===== src/rtl/prio_encoder_rr_if.sv =====
// Handshake and result bundle between a request source and the priority encoder.
// The master modport is the source/consumer side; the slave modport is the encoder.
interface prio_encoder_rr_if #(
  parameter int N = 8
) ();
  localparam int W = $clog2(N);

  logic         en;
  logic         in_valid;
  logic         in_ready;
  logic [N-1:0] din;
  logic         out_valid;
  logic         out_ready;
  logic [W-1:0] out_idx;
  logic [N-1:0] out_onehot;
  logic         out_multi;
  logic         out_none;

  modport master (
    output en, in_valid, din, out_ready,
    input  in_ready, out_valid, out_idx, out_onehot, out_multi, out_none
  );

  modport slave (
    input  en, in_valid, din, out_ready,
    output in_ready, out_valid, out_idx, out_onehot, out_multi, out_none
  );
endinterface


===== src/rtl/prio_encoder_rr.sv =====
// N:log2(N) priority encoder with fixed-LSB, fixed-MSB or round-robin priority,
// registered behind a valid/ready handshake with multi-hot and all-zero flags.
module prio_encoder_rr #(
  parameter int N    = 8,
  parameter int MODE = 0
) (
  input  logic           clk,
  input  logic           rst_n,
  prio_encoder_rr_if.slave bus
);
  localparam int W = $clog2(N);

  logic [W-1:0] ptr;
  logic [W-1:0] win;
  logic [W-1:0] pos_w;
  logic [W-1:0] ptr_next;
  logic         found;
  logic         multi;
  logic [N-1:0] onehot;
  int           pos;
  logic         capture;

  assign bus.in_ready = bus.en & (~bus.out_valid | bus.out_ready);
  assign capture      = bus.in_valid & bus.in_ready;

  // Winner search; the round-robin scan wraps modulo N, not modulo 2^W.
  always_comb begin
    win   = '0;
    found = 1'b0;
    pos   = 0;
    pos_w = '0;
    if (MODE == 2) begin
      for (int k = 0; k < N; k++) begin
        pos = int'(ptr) + k;
        if (pos >= N) pos = pos - N;
        pos_w = W'(pos);
        if (!found && bus.din[pos_w]) begin
          found = 1'b1;
          win   = pos_w;
        end
      end
    end else if (MODE == 1) begin
      for (int i = N - 1; i >= 0; i--) begin
        if (!found && bus.din[i]) begin
          found = 1'b1;
          win   = W'(i);
        end
      end
    end else begin
      for (int i = 0; i < N; i++) begin
        if (!found && bus.din[i]) begin
          found = 1'b1;
          win   = W'(i);
        end
      end
    end
  end

  // Clearing the lowest set bit leaves something only when two or more bits are set.
  assign multi    = |(bus.din & (bus.din - N'(1)));
  assign onehot   = found ? (N'(1) << win) : '0;
  assign ptr_next = (win == W'(N - 1)) ? '0 : win + 1'b1;

  always_ff @(posedge clk or negedge rst_n) begin
    if (!rst_n) begin
      bus.out_valid  <= 1'b0;
      bus.out_idx    <= '0;
      bus.out_onehot <= '0;
      bus.out_multi  <= 1'b0;
      bus.out_none   <= 1'b0;
      ptr            <= '0;
    end else if (capture) begin
      bus.out_valid  <= 1'b1;
      bus.out_idx    <= win;
      bus.out_onehot <= onehot;
      bus.out_multi  <= multi;
      bus.out_none   <= ~found;
      if (MODE == 2 && found) ptr <= ptr_next;
    end else if (bus.out_valid && bus.out_ready) begin
      bus.out_valid <= 1'b0;
    end
  end
endmodule


===== src/flat_wrapper.sv =====
// flat-port wrapper written by rule: the top's interface ports become plain ports
module prio_encoder_rr_flat 
#(
  parameter int N    = 8,
  parameter int MODE = 0
)
  (clk, rst_n, bus_en, bus_in_valid, bus_din, bus_out_ready, bus_in_ready, bus_out_valid, bus_out_idx, bus_out_onehot, bus_out_multi, bus_out_none);
  prio_encoder_rr_if #(.N(N)) bus_i ();
  input  logic clk;
  input  logic rst_n;
  input wire logic [$bits(bus_i.en)-1:0] bus_en;
  input wire logic [$bits(bus_i.in_valid)-1:0] bus_in_valid;
  input wire logic [$bits(bus_i.din)-1:0] bus_din;
  input wire logic [$bits(bus_i.out_ready)-1:0] bus_out_ready;
  output wire logic [$bits(bus_i.in_ready)-1:0] bus_in_ready;
  output wire logic [$bits(bus_i.out_valid)-1:0] bus_out_valid;
  output wire logic [$bits(bus_i.out_idx)-1:0] bus_out_idx;
  output wire logic [$bits(bus_i.out_onehot)-1:0] bus_out_onehot;
  output wire logic [$bits(bus_i.out_multi)-1:0] bus_out_multi;
  output wire logic [$bits(bus_i.out_none)-1:0] bus_out_none;
  assign bus_i.en = bus_en;
  assign bus_i.in_valid = bus_in_valid;
  assign bus_i.din = bus_din;
  assign bus_i.out_ready = bus_out_ready;
  assign bus_in_ready = bus_i.in_ready;
  assign bus_out_valid = bus_i.out_valid;
  assign bus_out_idx = bus_i.out_idx;
  assign bus_out_onehot = bus_i.out_onehot;
  assign bus_out_multi = bus_i.out_multi;
  assign bus_out_none = bus_i.out_none;
  prio_encoder_rr #(.N(N), .MODE(MODE)) u_core (.clk(clk), .rst_n(rst_n), .bus(bus_i));
endmodule

===== config.mk =====
export PLATFORM = sky130hd
export DESIGN_NAME = prio_encoder_rr_flat
export DESIGN_NICKNAME = d
export VERILOG_FILES = /design/src/rtl/prio_encoder_rr_if.sv /design/src/rtl/prio_encoder_rr.sv /design/src/flat_wrapper.sv
export SDC_FILE = /design/constraint.sdc
export NUM_CORES = 1
export LEC_CHECK = 0
export ABC_AREA = 0
export ABC_CLOCK_PERIOD_IN_PS = 1800
export CORE_MARGIN = 5
export CORE_UTILIZATION = 41
export CTS_CLUSTER_DIAMETER = 80
export DETAILED_ROUTE_END_ITERATION = 8
export PLACE_DENSITY = 0.77
export SETUP_SLACK_MARGIN = 0.1
export SYNTH_ARGS = -nofsm -noshare
export SYNTH_HDL_FRONTEND = slang
export SYNTH_SLANG_ARGS = --single-unit
export TNS_END_PERCENT = 30

===== constraint.sdc =====
create_clock -name clk -period 1.8 [get_ports clk]
set_clock_uncertainty 0.1 [all_clocks]
set_input_delay 0.18 -clock clk [delete_from_list [all_inputs] [get_ports clk]]
set_output_delay 0.18 -clock clk [all_outputs]
set_load 0.01 [all_outputs]

## Yosys cells after proc, flatten, opt, wreduce, memory -nomap -nowiden

Cells that the tools add are included.
W data, S select, Z words.

| operators by class | value |
|---|---|
| multiplexer cells | 18 |
| shifts and indexed selects | 1 |
| add/sub/neg operators | 1 |
| reductions and logical operators | 17 |
| bitwise operators | 6 |

Operators with widths:

| operator | number |
|---|---|
| $mux W3 | 6 |
| $mux W1 | 11 |
| $and A8 B8 Y8 | 1 |
| $logic_and A1 B1 Y1 | 8 |
| $mux W8 | 1 |
| $reduce_or A8 Y1 | 1 |
| $shl A1 B3 Y8 const A | 1 |
| $sub A8 B1 Y8 const B | 1 |
| $logic_not A1 Y1 | 7 |
| $and A1 B1 Y1 | 2 |
| $not A1 Y1 | 2 |
| $reduce_bool A2 Y1 | 1 |
| $or A1 B1 Y1 | 1 |

| word-level totals | value |
|---|---|
| logic and storage cells | 48 |
| input port bits | 13 |
| bits in registers | 14 |
| output and inout bits | 15 |

## Depth between registers and ports, before layout

| depth | value |
|---|---|
| depth in word-level cells | 24 |
| mapped depth | 5 |
| mapped depth without buffers | 4 |

## Least setup slack after synthesis

No wires, ideal clock.

| timing | value |
|---|---|
| path type | input to register |
| start point | in bus_din[2] |
| end point | reg u_core.bus.out_multi |
| arrival time | 1.282 ns |
| path slack | 0.284 ns |
| stages on the path | 4 |
| path buffers | 0 |
| required time | 1.566 ns |
| library setup time | 0.134 ns |
| path through | or4_4 a2111o_1 o211ai_2 o211ai_2 |

| on the way | value |
|---|---|
| longest elaborated chain between the ends | 3 |

RTL lines:

| element | RTL line | RTL |
|---|---|---|
| from (decl) | flat_wrapper.sv:13 | `input wire logic [$bits(bus_i.din)-1:0] bus_din;` |
| $sub A8 B1 Y8 | prio_encoder_rr.sv:60 | `assign multi = \|(bus.din & (bus.din - N'(1)));` |
| $and A8 B8 Y8 (*) | prio_encoder_rr.sv:60 |  |
| $reduce_or A8 Y1 (*) | prio_encoder_rr.sv:60 |  |
| to (signal assigned) | prio_encoder_rr.sv:76 | `bus.out_multi <= multi;` |
| to (decl) | prio_encoder_rr_if.sv:26 | `output in_ready, out_valid, out_idx, out_onehot, out_multi, out_none` |

Mark *: on every way between the ends. The rest lies on a longest branch, timed or not.
A chain may end at the register's enable or synchronous reset.

## Worst setup path after layout

Ends and elaborated chain as after synthesis.

==> qor.yml <==
crit_path_start_kind: "input pin"
start_util_pct: 43.9
grt_pass1_wl_mm: 2.98
relSlewSlack_pct: 59.1
vias_per_cell: 5.70
vias: 667
synth_edf_count: 0
worst_pin_slew_ps: 611
dr.pass1.iters: 5
ir_worst_vdd_uv: 532
cts-root-buf: "clkbuf_4"
drtIter0Drc: 17
power.leakage_nw: 0.474
post_drt_wl_per_cell_um: 14.8
crit_required_ps: 1860
synth_nets: 76
whs_ps: 183
netlist_area_um2: 677
dieWidth_um: 50.6
totalPowerFinal_mw: 0.774
grt_max_degree: 24
crit_path_end_kind: "register"
setup_viol: 0
p_per_area_mw_per_mm2: 716
cts_sinks: 14
syn2layout_area_growth_pct: 59.7
diodes: 0
final_max_slew_viol_count: 0
ys_ff_latch: 14
synth.avg_cell_area_um2: 10.7
outcome: "complete, no violations"
cap_violations: 0
drtAntennaViolNets: 0
finalCritPeriodShare_pct: 94.7
gp_congestion: 0.764
dpl.hpwl_mm: 1.36
crit_type: "input pin to register"
core_mm2: 0.00154
cts_made_buffers: 3
grt_pass1_vias: 652
h-tree-depth: 1
drive_gt1_share_pct: 19.8
drcViolationCount: 0
fp-row-count: 14
rsz0062_at_grt: "true"
yosys_most_used_dff: "dfrtp_1"
antenna_found_initial: 0
wl_mm: 1.73
die-height_um: 50.6
gr-total-overflow: 0
dieArea_mm2: 0.00256
synth_cell_types: 24
finish.net_count: 115
hold_viol: 0
ctsHoldBuffers: 0
critPathMaxFanout: 4
io_buffers: 27
synth_cells: 63
period_needed_ps: 1700
io_pins: 28
worstSkewPairLatency_ps: 270
clk_pin_slew_ps: 80
cts_tree: "done"
fmax_mhz: 587
min_path_type: "input pin to asynchronous set/reset pin"
ys_async_sr_fraction_pct: 100
cts_buffer_depth: 2
synth-seq-area-share_pct: 51.8
postCtsSetupBuffers: 0
ys_warn_count: 0
cp.arrival_ps: 1770
globalRouteTotalUtil_pct: 14.8
==> registers in the layout, summed over array words and instances (netlist names) <==
signal and flops:
u_core.bus.out_onehot 8, u_core.bus.out_idx 3, u_core.bus.out_multi 1, u_core.bus.out_none 1
u_core.bus.out_valid 1
==> worst max-delay path: stages <==
cell             delay (ps)
clkdlybuf4s50_1         420
or4_4                   570
a2111o_1                440
o211ai_2                 80
o211ai_2                 90
==> metal layers <==
layer / share of wire (%) / wire length, um / global-route usage (%)
met1: 41 / 700 / 17.9
met5: 0 / 0 / 0
met2: 50 / 862 / 25.0
met4: 1.3 / 23 / 6.38
met3: 8.1 / 140 / 2.96
==> placed cells by master (no fill, tap or decap), types with 2 or more instances in the layout <==
cell type and n:
clkdlybuf4s50_1 26, dfrtp_1 14, buf_4 8, nor2_1 7
nand2_1 6, a22o_1 5, o21ai_0 4, nor3_1 3
mux2_2 3, clkbuf_4 3, nand2b_1 2, nand3_1 2
a2111o_1 2, o211ai_2 2
==> per-stage QoR <==
step | cell area (um^2) | TNS (ps) | std cells | setup slack (ps) | utilization (%)
finish | 1080 | 0 | 117 | 96.3 | 70.1
global route | 1080 | 0 | 117 | 60.1 | 70.1
CTS | 1070 | 0 | 117 | 100 | 69.7
detailed placement | 1040 | -521 | 113 | -197 | 67.5
global placement | 1040 | -199 | 113 | -158 | 67.5
floorplan | 677 | 0 | 63 | 284 | -
==> path summary, 6_finish.rpt <==
path                                           from                        to  slack, ps  cells past startpoint
setup reg to reg               u_core.bus.out_valid  u_core.bus.out_onehot[4]        370                      5
setup / recovery                         bus_din[2]      u_core.bus.out_multi        100                      5
hold / removal                                rst_n     u_core.bus.out_idx[2]        180                      1
max in group asynchronous                     rst_n  u_core.bus.out_onehot[0]       1020                      1
min in group clk           u_core.bus.out_onehot[2]  u_core.bus.out_onehot[2]        380                      2
hold reg to reg            u_core.bus.out_onehot[2]  u_core.bus.out_onehot[2]        380                      2
==> cells in the mapped netlist (all sizes together), types with 2 or more instances <==
cell type	number	area [um^2]
nor2	7	26.3
nand3	2	10.0
nor3	3	15.0
o211ai	2	25.0
o21ai	4	20.0
nand2b	2	12.5
a2111o	2	22.5
a22o	5	43.8
dfrtp	14	350
nand2	6	22.5
mux2	3	33.8
==> report_power, final <==
| group | switching [mW] | leakage (nW) | internal [mW] | total, mW |
|---|---|---|---|---|
| clock network | 0.0993 | 0.0210 | 0.123 | 0.222 |
| registers | 0.0131 | 0.184 | 0.341 | 0.354 |
| logic | 0.0828 | 0.269 | 0.115 | 0.198 |
==> layout make-up <==
type	instances	area (um^2)
Clock buffer	4	36.3
Multi-Input combinational cell	47	325
Sequential cell	14	350
Tap cell	16	20.0
Fill cell	116	460
Timing Repair Buffer	36	349
==> cells by family (layout without fill, tap and decap cells) <==
logic type | count (synthesis) | in the layout | synth area share, %
AOI/OAI and AO/OA | 17 | 17 | 21.3
and+or+nand+nor | 26 | 26 | 19.4
buffers and inverters | 2 | 40 | 1.11
DFF | 14 | 14 | 51.8
adders and majority gates | 1 | 1 | 1.48
muxes | 3 | 3 | 4.99
==> what timing repair did <==
action | CTS | global route
resized for setup | 1 | 1
pin swaps | 0 | 0
endpoints found under the setup margin | 1 | 4
(Power assumes the default switching activity.)
